$ cat src/rtl/cpu_pkg.sv
// Shared types and encodings for the cpu_ctrl instruction sequencer.
package cpu_pkg;

  typedef enum logic [2:0] {
    WAIT, DECODE, GET_A, GET_B, EXEC, WR_IMM, WR_REG
  } state_t;

  localparam logic [2:0] OP_MOV = 3'b110;
  localparam logic [2:0] OP_ALU = 3'b101;

  localparam logic [1:0] MOV_IMM = 2'b10;
  localparam logic [1:0] MOV_REG = 2'b00;

  localparam logic [1:0] ALU_ADD = 2'b00;
  localparam logic [1:0] ALU_CMP = 2'b01;
  localparam logic [1:0] ALU_AND = 2'b10;
  localparam logic [1:0] ALU_MVN = 2'b11;

  typedef enum logic [2:0] {
    CL_MOV_IMM, CL_MOV_REG, CL_ALU, CL_CMP, CL_MVN, CL_UNDEF
  } iclass_t;

  typedef struct packed {
    logic [2:0]  opcode;
    logic [1:0]  op;
    logic [2:0]  rn;
    logic [2:0]  rd;
    logic [2:0]  rm;
    logic [1:0]  shift;
    logic [1:0]  aluOp;
    logic [15:0] sximm8;
  } instr_t;

  // ADD and AND share the read-A / read-B / execute / write-back path.
  function automatic iclass_t classify(input logic [2:0] opcode, input logic [1:0] op);
    iclass_t cl;
    cl = CL_UNDEF;
    if (opcode == OP_MOV) begin
      if (op == MOV_IMM)      cl = CL_MOV_IMM;
      else if (op == MOV_REG) cl = CL_MOV_REG;
    end else if (opcode == OP_ALU) begin
      case (op)
        ALU_ADD, ALU_AND: cl = CL_ALU;
        ALU_CMP:          cl = CL_CMP;
        default:          cl = CL_MVN;
      endcase
    end
    return cl;
  endfunction

endpackage

$ cat src/rtl/cpu_ctrl_if.sv
// Control bus between the sequencer and the instruction source / regfile / datapath.
interface cpu_ctrl_if;
  logic        s;
  logic [15:0] in;
  logic        w;
  logic [2:0]  readnum;
  logic [2:0]  writenum;
  logic        write;
  logic        vsel;
  logic        loada;
  logic        loadb;
  logic        loadc;
  logic        loads;
  logic        asel;
  logic        bsel;
  logic [1:0]  ALUop;
  logic [1:0]  shift;
  logic [15:0] sximm8;

  modport master (
    input  s, in,
    output w, readnum, writenum, write, vsel, loada, loadb, loadc, loads,
           asel, bsel, ALUop, shift, sximm8
  );

  modport slave (
    output s, in,
    input  w, readnum, writenum, write, vsel, loada, loadb, loadc, loads,
           asel, bsel, ALUop, shift, sximm8
  );
endinterface

$ cat src/rtl/instr_dec.sv
// Splits the latched instruction word into its fields.
module instr_dec
  import cpu_pkg::*;
(
  input  logic [15:0] ir_i,
  output instr_t      dec_o
);

  always_comb begin
    dec_o.opcode = ir_i[15:13];
    dec_o.op     = ir_i[12:11];
    dec_o.rn     = ir_i[10:8];
    dec_o.rd     = ir_i[7:5];
    dec_o.rm     = ir_i[2:0];
    dec_o.shift  = ir_i[4:3];
    dec_o.aluOp  = ir_i[12:11];
    dec_o.sximm8 = {{8{ir_i[7]}}, ir_i[7:0]};
  end

endmodule

$ cat src/rtl/cpu_ctrl.sv
// Instruction sequencer: latches one instruction and steps the regfile/datapath
// controls through a Moore FSM.
module cpu_ctrl
  import cpu_pkg::*;
(
  input  logic       clk,
  input  logic       reset_n,
  cpu_ctrl_if.master bus
);

  state_t      state_q, state_d;
  logic [15:0] ir_q, ir_d;
  instr_t      dec;
  iclass_t     iclass;

  logic       w_q, write_q, vsel_q, asel_q;
  logic       loada_q, loadb_q, loadc_q, loads_q;
  logic [2:0] readnum_q, writenum_q;

  instr_dec u_dec (
    .ir_i  (ir_q),
    .dec_o (dec)
  );

  assign iclass = classify(dec.opcode, dec.op);

  always_comb begin
    state_d = state_q;
    ir_d    = ir_q;
    case (state_q)
      WAIT: begin
        if (bus.s) begin
          ir_d    = bus.in;
          state_d = DECODE;
        end
      end
      DECODE: begin
        case (iclass)
          CL_MOV_IMM:         state_d = WR_IMM;
          CL_ALU, CL_CMP:     state_d = GET_A;
          CL_MOV_REG, CL_MVN: state_d = GET_B;
          default:            state_d = WAIT;
        endcase
      end
      GET_A:          state_d = GET_B;
      GET_B:          state_d = EXEC;
      EXEC:           state_d = (iclass == CL_CMP) ? WAIT : WR_REG;
      WR_IMM, WR_REG: state_d = WAIT;
      default:        state_d = WAIT;
    endcase
  end

  // Outputs are registered from the next state so they line up with state_q;
  // IR only changes on entry to DECODE, so dec is already valid for them.
  always_ff @(posedge clk or negedge reset_n) begin
    if (!reset_n) begin
      state_q    <= WAIT;
      ir_q       <= '0;
      w_q        <= 1'b1;
      write_q    <= 1'b0;
      vsel_q     <= 1'b0;
      asel_q     <= 1'b0;
      loada_q    <= 1'b0;
      loadb_q    <= 1'b0;
      loadc_q    <= 1'b0;
      loads_q    <= 1'b0;
      readnum_q  <= '0;
      writenum_q <= '0;
    end else begin
      state_q <= state_d;
      ir_q    <= ir_d;
      w_q     <= (state_d == WAIT);
      loada_q <= (state_d == GET_A);
      loadb_q <= (state_d == GET_B);
      loadc_q <= (state_d == EXEC) && (iclass != CL_CMP);
      loads_q <= (state_d == EXEC) && (iclass == CL_CMP);
      asel_q  <= (state_d == EXEC) && ((iclass == CL_MOV_REG) || (iclass == CL_MVN));
      write_q <= (state_d == WR_IMM) || (state_d == WR_REG);
      vsel_q  <= (state_d == WR_IMM);
      if (state_d == GET_A)      readnum_q <= dec.rn;
      else if (state_d == GET_B) readnum_q <= dec.rm;
      if (state_d == WR_IMM)      writenum_q <= dec.rn;
      else if (state_d == WR_REG) writenum_q <= dec.rd;
    end
  end

  assign bus.w        = w_q;
  assign bus.readnum  = readnum_q;
  assign bus.writenum = writenum_q;
  assign bus.write    = write_q;
  assign bus.vsel     = vsel_q;
  assign bus.loada    = loada_q;
  assign bus.loadb    = loadb_q;
  assign bus.loadc    = loadc_q;
  assign bus.loads    = loads_q;
  assign bus.asel     = asel_q;
  assign bus.bsel     = 1'b0;
  assign bus.ALUop    = dec.aluOp;
  assign bus.shift    = dec.shift;
  assign bus.sximm8   = dec.sximm8;

endmodule

$ cat src/flat_wrapper.sv
// flat-port wrapper written by rule: the top's interface ports become plain ports
module cpu_ctrl_flat import cpu_pkg::*;
  (clk, reset_n, bus_s, bus_in, bus_w, bus_readnum, bus_writenum, bus_write, bus_vsel, bus_loada, bus_loadb, bus_loadc, bus_loads, bus_asel, bus_bsel, bus_ALUop, bus_shift, bus_sximm8);
  cpu_ctrl_if bus_i ();
  input  logic clk;
  input  logic reset_n;
  input wire logic [$bits(bus_i.s)-1:0] bus_s;
  input wire logic [$bits(bus_i.in)-1:0] bus_in;
  output wire logic [$bits(bus_i.w)-1:0] bus_w;
  output wire logic [$bits(bus_i.readnum)-1:0] bus_readnum;
  output wire logic [$bits(bus_i.writenum)-1:0] bus_writenum;
  output wire logic [$bits(bus_i.write)-1:0] bus_write;
  output wire logic [$bits(bus_i.vsel)-1:0] bus_vsel;
  output wire logic [$bits(bus_i.loada)-1:0] bus_loada;
  output wire logic [$bits(bus_i.loadb)-1:0] bus_loadb;
  output wire logic [$bits(bus_i.loadc)-1:0] bus_loadc;
  output wire logic [$bits(bus_i.loads)-1:0] bus_loads;
  output wire logic [$bits(bus_i.asel)-1:0] bus_asel;
  output wire logic [$bits(bus_i.bsel)-1:0] bus_bsel;
  output wire logic [$bits(bus_i.ALUop)-1:0] bus_ALUop;
  output wire logic [$bits(bus_i.shift)-1:0] bus_shift;
  output wire logic [$bits(bus_i.sximm8)-1:0] bus_sximm8;
  assign bus_i.s = bus_s;
  assign bus_i.in = bus_in;
  assign bus_w = bus_i.w;
  assign bus_readnum = bus_i.readnum;
  assign bus_writenum = bus_i.writenum;
  assign bus_write = bus_i.write;
  assign bus_vsel = bus_i.vsel;
  assign bus_loada = bus_i.loada;
  assign bus_loadb = bus_i.loadb;
  assign bus_loadc = bus_i.loadc;
  assign bus_loads = bus_i.loads;
  assign bus_asel = bus_i.asel;
  assign bus_bsel = bus_i.bsel;
  assign bus_ALUop = bus_i.ALUop;
  assign bus_shift = bus_i.shift;
  assign bus_sximm8 = bus_i.sximm8;
  cpu_ctrl u_core (.clk(clk), .reset_n(reset_n), .bus(bus_i));
endmodule
$ cat config.mk
export PLATFORM = sky130hd
export DESIGN_NAME = cpu_ctrl_flat
export DESIGN_NICKNAME = d
export VERILOG_FILES = /design/src/rtl/cpu_pkg.sv /design/src/rtl/cpu_ctrl_if.sv /design/src/rtl/instr_dec.sv /design/src/rtl/cpu_ctrl.sv /design/src/flat_wrapper.sv
export SDC_FILE = /design/constraint.sdc
export NUM_CORES = 1
export LEC_CHECK = 0
export ABC_AREA = 1
export CAP_MARGIN = 25
export CORE_UTILIZATION = 40
export CTS_CLUSTER_SIZE = 25
export DETAILED_ROUTE_END_ITERATION = 10
export PLACE_DENSITY = 0.71
export SLEW_MARGIN = 0
export SYNTH_ARGS = -nofsm -noshare
export SYNTH_HDL_FRONTEND = slang
export SYNTH_SLANG_ARGS = --single-unit
$ cat constraint.sdc
create_clock -name clk -period 1.4 [get_ports clk]
set_input_delay 0.14 -clock clk [delete_from_list [all_inputs] [get_ports clk]]
set_output_delay 0.14 -clock clk [all_outputs]
set_load 0.1 [all_outputs]
==> impl_metrics.json, run 1 <==
{
  "drtIter0Drc": 63,
  "clock_latency_ns": 0.29,
  "ys_ff_latch": 33,
  "start_util_pct": 42.2,
  "num_vias": 1340,
  "final_common_cell": "buf_12",
  "finalSetupViolations": 9,
  "crit_type": "reg -> reg",
  "status": "finished with violations",
  "rsz0062_at_grt": "true",
  "cts_tree": "done",
  "regArea_um2": 832,
  "clock-sinks": 33,
  "yosysTopAreaCell": "dfrtp_1",
  "area_delta_synth_final_pct": 76.1,
  "period_needed_ns": 1.54,
  "drc": 0,
  "rr_endpoint": "u_core.bus.readnum[0]",
  "n_antenna_cell": 0,
  "clk_pin_slew_ns": 0.07,
  "skew_ns": 0.00743,
  "most-common-layout-cells": "37 x buf_12, 28 x dfrtp_1, 18 x clkdlybuf4s50_1",
  "avgSynthCellArea_um2": 10.4,
  "crit_arrival_ns": 1.77,
  "grt.total_usage_pct": 21.0,
  "drt_wl_total_um": 4110,
  "die_area_um2": 4140,
  "h-tree-depth": 2,
  "antenna_found_initial": 0,
  "cpPeakStageDelay_ns": 0.42,
  "hold_violations": 0,
  "netlist.area_leader.share_pct": 51.4,
  "dieHeight_um": 64.4,
  "core_um2": 3690,
  "cts_root_buf": "clkbuf_8",
  "hold_class": "in -> async",
  "grt_pass1_vias": 1315,
  "place.gp.congestion": 0.770,
  "synth_area_um2": 1560,
  "synth_area_leaders": "dfrtp_1 51%, buf_4 10%, mux2_2 8.7%",
  "path_cells": "buf_6 -> nand3_4 -> inv_4 -> nand4_1 -> nand3_2 -> a21oi_4 -> buf_4 -> nand2_1 -> nand3_1",
  "die_width_um": 64.4,
  "slew_violations": 0,
  "grt_first_pass_wirelength_um": 6420,
  "path_max_fanout": 5,
  "ant_nets": 0,
  "violations": "setup timing",
  "r2r-start": "u_core.ir_q[13]",
  "dr.pass1.iters": 4,
  "io_buffer_count": 52,
  "period_share_pct": 110,
  "dpl.hpwl_um": 2650,
  "cts_buffer_depth": 2,
  "multiInputGateArea_um2": 634,
  "viasPerCell": 5.28,
  "crit_path_top_delay_cell": "dfrtp_1",
  "max_freq_ghz": 0.649,
  "reg2reg_slack_ns": -0.14,
  "rows": 22,
  "grt_overflow": 0,
  "cts_buffers": 5,
  "syn_inst": 149,
  "cap_viol_max_count": 0,
  "synth_warnings": 0,
  "final_area_um2": 2740,
  "startpoint_type": "flip-flop",
  "worstSetupEndpointType": "flip-flop",
  "timing.hold.ws_ns": 0.216,
  "yosysUniqueCellTypes": 26,
  "setup_ws_ns": -0.141,
  "critPathRequiredTime_ns": 1.63,
  "r2r_cells": 9,
  "io_pins": 54,
  "place_ws_ns": -0.0949,
  "postCtsHoldBufs": 0,
  "syn_nets": 168,
  "nNetsFinal": 224,
  "layout-drive-gt1-share_pct": 54.4,
  "place_area_um2": 2440,
  "wire_per_inst_um": 16.2,
  "fillCellCount": 240,
  "yosysSeqAreaShare_pct": 53.1,
  "grt_max_degree": 34
}
metrics by stage:
stage	utilization [%]	instances	setup TNS (ns)
detailed placement	66.3	239	-0.448
floorplan	-	149	0
finish	74.3	254	-0.598
global placement	66.3	239	0
CTS	71.5	249	-0.255
global route	74.3	254	-1.22
worst max-delay path: cells and delay by family, from the launching register on:
family | cells | cell delay, ns
buffers and inverters | 3 | 0.34
AND/OR/NAND/NOR | 5 | 0.48
AO/OA/AOI/OAI | 1 | 0.24
flip-flops | 1 | 0.42
synthesized netlist by cell type:
cell	count
a21oi_1	6
a31oi_1	2
buf_2	2
buf_4	21
conb_1	1
dfrtp_1	32
dfstp_2	1
inv_1	11
inv_2	2
inv_4	1
mux2_2	12
nand2_1	11
nand2_2	2
nand3_1	11
nand3_2	2
nand4_1	5
nor2_1	12
nor2_2	1
nor2_4	1
nor2_8	1
nor3_1	2
nor3_2	1
nor3_4	1
o211ai_1	1
o21ai_1	6
o21ai_2	1
cell families after synthesis:
group,count (synthesis),share of synthesized area (%)
DFF,33,53.1
muxes,12,8.68
other,1,0.241
and+or+nand+nor,50,17.9
AOI/OAI and AO/OA,16,5.71
buffers and inverters,37,14.3
registers in the layout, indices dropped and copies added, names as in the netlist:
signal and count:
u_core.bus.loads 1, u_core.bus.w 1, u_core.bus.loadb 1, u_core.bus.loadc 1
u_core.state_q 3, u_core.bus.loada 1, u_core.ir_q 16, u_core.bus.vsel 1
u_core.bus.asel 1, u_core.bus.readnum 3, u_core.bus.write 1, u_core.bus.writenum 3
layout make-up:
class	instances	share of cell area (%)
Multi-Input combinational cell	79	23.1
Sequential cell	33	30.4
Clock buffer	7	3.51
Inverter	14	2.10
Clock inverter	1	0.183
Tap cell	48	2.19
Timing Repair Buffer	72	38.5
how the worst max path moves through the flow:
stage	start	to	slack (ns)
finish	u_core.ir_q[13]	u_core.bus.readnum[0]	-0.14
floorplan	u_core.state_q[2]	u_core.bus.writenum[2]	0.10
detailed placement	u_core.ir_q[13]	u_core.bus.writenum[1]	-0.09
global placement	u_core.state_q[2]	u_core.bus.writenum[1]	0.008
CTS	u_core.ir_q[13]	u_core.bus.readnum[2]	-0.04
global route	u_core.ir_q[13]	u_core.bus.readnum[0]	-0.22
per-layer routing:
layer / share of wire [%] / GRT usage (%)
met4: 4.2 / 10.6
met2: 52 / 33.7
met3: 6.2 / 8.04
met1: 37 / 24.3
met5: 0 / 0
what timing repair did:
| item | 4_1_cts | 5_1_grt |
|---|---|---|
| setup endpoints to repair | 9 | 22 |
| pin swaps | 7 | 11 |
| buffers inserted | 3 | 5 |
| gates resized for setup | 21 | 17 |
| cloned | 0 | 0 |
Power of run 1 is not shown: default switching activity piles up to over one toggle a cycle in this logic, so the estimate is an artifact.
==> run 2: changes to the inputs <==
- CORE_UTILIZATION: 40 -> 50
- CTS_BUF_LIST: unset -> sky130_fd_sc_hd__clkbuf_4
- PLACE_DENSITY: 0.71 -> 0.83
- clock period: 1.4 -> 1.97 ns (I/O delays scaled with it)
==> run 2 against run 1 <==
Compared with the run above: the flow finishes with violations (DRC); hold slack improved by 0.031 ns; die area fell by 19%; via count fell by 17%; register-to-register slack improved by 0.57 ns; clock skew fell by 0.0019 ns; final area fell by 28%; sequential share of layout area rose by 11 points; setup slack improved by 0.57 ns; final cell count fell by 14%; utilization fell by 4.9 points; critical endpoint unchanged; highest routed layer unchanged.
==> impl_metrics.json, run 2 (synthesis results as in run 1) <==
{
  "crit_path_end": "u_core.bus.readnum[0]",
  "cts_buffer_depth": 2,
  "rows": 19,
  "io_buffer_count": 52,
  "io_pins": 54,
  "skew_ns": 0.00549,
  "wire_per_inst_um": 13.2,
  "grt_max_degree": 34,
  "fillCellCount": 218,
  "crit_arrival_ns": 1.77,
  "drt_wl_total_um": 2890,
  "viasPerCell": 5.06,
  "hold_class": "in -> async",
  "area_delta_synth_final_pct": 27.3,
  "core_um2": 2850,
  "finalSetupViolations": 0,
  "post-cts-setup-buffers": 0,
  "layout-drive-gt1-share_pct": 37.2,
  "reg2reg_slack_ns": 0.43,
  "postCtsHoldBufs": 0,
  "antenna_found_initial": 0,
  "final_common_cell": "buf_4",
  "n_antenna_cell": 0,
  "slew_violations": 0,
  "clk_pin_slew_ns": 0.10,
  "dpl.hpwl_um": 2190,
  "ant_nets": 0,
  "nNetsFinal": 206,
  "place.gp.congestion": 0.805,
  "dieHeight_um": 57.8,
  "cts_buffers": 5,
  "crit_type": "reg -> reg",
  "path_max_fanout": 6,
  "critPathRequiredTime_ns": 2.20,
  "clock_latency_ns": 0.33,
  "worstSetupEndpointType": "flip-flop",
  "grt_first_pass_wirelength_um": 4880,
  "dr.pass1.iters": 7,
  "rsz0062_at_grt": "false",
  "period_needed_ns": 1.54,
  "clock-sinks": 33,
  "r2r-start": "u_core.ir_q[11]",
  "drc": 2,
  "cts_tree": "done",
  "num_vias": 1108,
  "die_area_um2": 3340,
  "crit_start": "u_core.ir_q[11]",
  "max_freq_ghz": 0.649,
  "r2r_cells": 7,
  "grt_pass1_vias": 1105,
  "cts_resized": 0,
  "drtIter0Drc": 56,
  "grt_overflow": 0,
  "rr_endpoint": "u_core.bus.readnum[0]",
  "cts_root_buf": "clkbuf_4",
  "start_util_pct": 54.6,
  "die_width_um": 57.8,
  "cap_viol_max_count": 0,
  "hold_violations": 0,
  "largest_reg_flops": 16,
  "most-common-layout-cells": "36 x buf_4, 32 x dfrtp_1, 18 x clkdlybuf4s50_1",
  "violations": "DRC",
  "period_share_pct": 78.3,
  "h-tree-depth": 2,
  "startpoint_type": "flip-flop",
  "grt.total_usage_pct": 19.8,
  "regMostFlops": "u_core.ir_q",
  "setup_tns_ns": 0,
  "status": "finished with violations"
}
-- run 2: final cells by class --
class                   instances  area (um2)  area share [%]
flip-flops and latches         33         827            41.8
multi-input cells              79         507            25.6
repair buffers                 54         450            22.7
clock inverters                 3        65.1            3.28
inverters                      14        55.1            2.78
well taps                      31        38.8            1.96
clock buffers                   5        37.5            1.90
-- run 2: through the flow --
stage	utilization, %	hold WS, ns	area [um2]	cells	setup WS, ns
floorplan	-	-0.0986	1560	149	0.674
global placement	65.8	0.504	1880	211	0.523
detailed placement	65.8	0.502	1880	211	0.442
CTS	69.4	0.251	1980	219	0.421
global route	69.4	0.255	1980	219	0.282
finish	69.4	0.247	1980	219	0.428
-- run 2: critical path, cell delays in order (launching register included) --
cell	delay [ns]
dfrtp_1	0.45
inv_1	0.11
o21ai_2	0.17
nand3_1	0.12
a21oi_1	0.33
nor2_2	0.10
nand2_1	0.08
nand3_1	0.07
-- run 2: worst min path at each step --
stage                                         to                  start  slack [ns]  cells after the start
after floorplan                  u_core.bus.asel                reset_n        -0.1                      0
after global placement     u_core.bus.readnum[1]         u_core.ir_q[1]        0.50                      2
after detailed placement   u_core.bus.readnum[0]  u_core.bus.readnum[0]        0.50                      2
after CTS                        u_core.ir_q[10]                reset_n        0.25                      2
after global routing      u_core.bus.writenum[1]                reset_n        0.26                      2
final                           u_core.bus.loadb                reset_n        0.25                      2
-- run 2: layer usage --
metal	vias to the layer above	routed length [um]	track usage (%)
li1	550	-	-
met1	515	1260	24.4
met2	41	1440	33.1
met3	2	173	8.04
met4	0	18	4.08
met5	-	0	0
Power of run 2 is left out for the same reason.
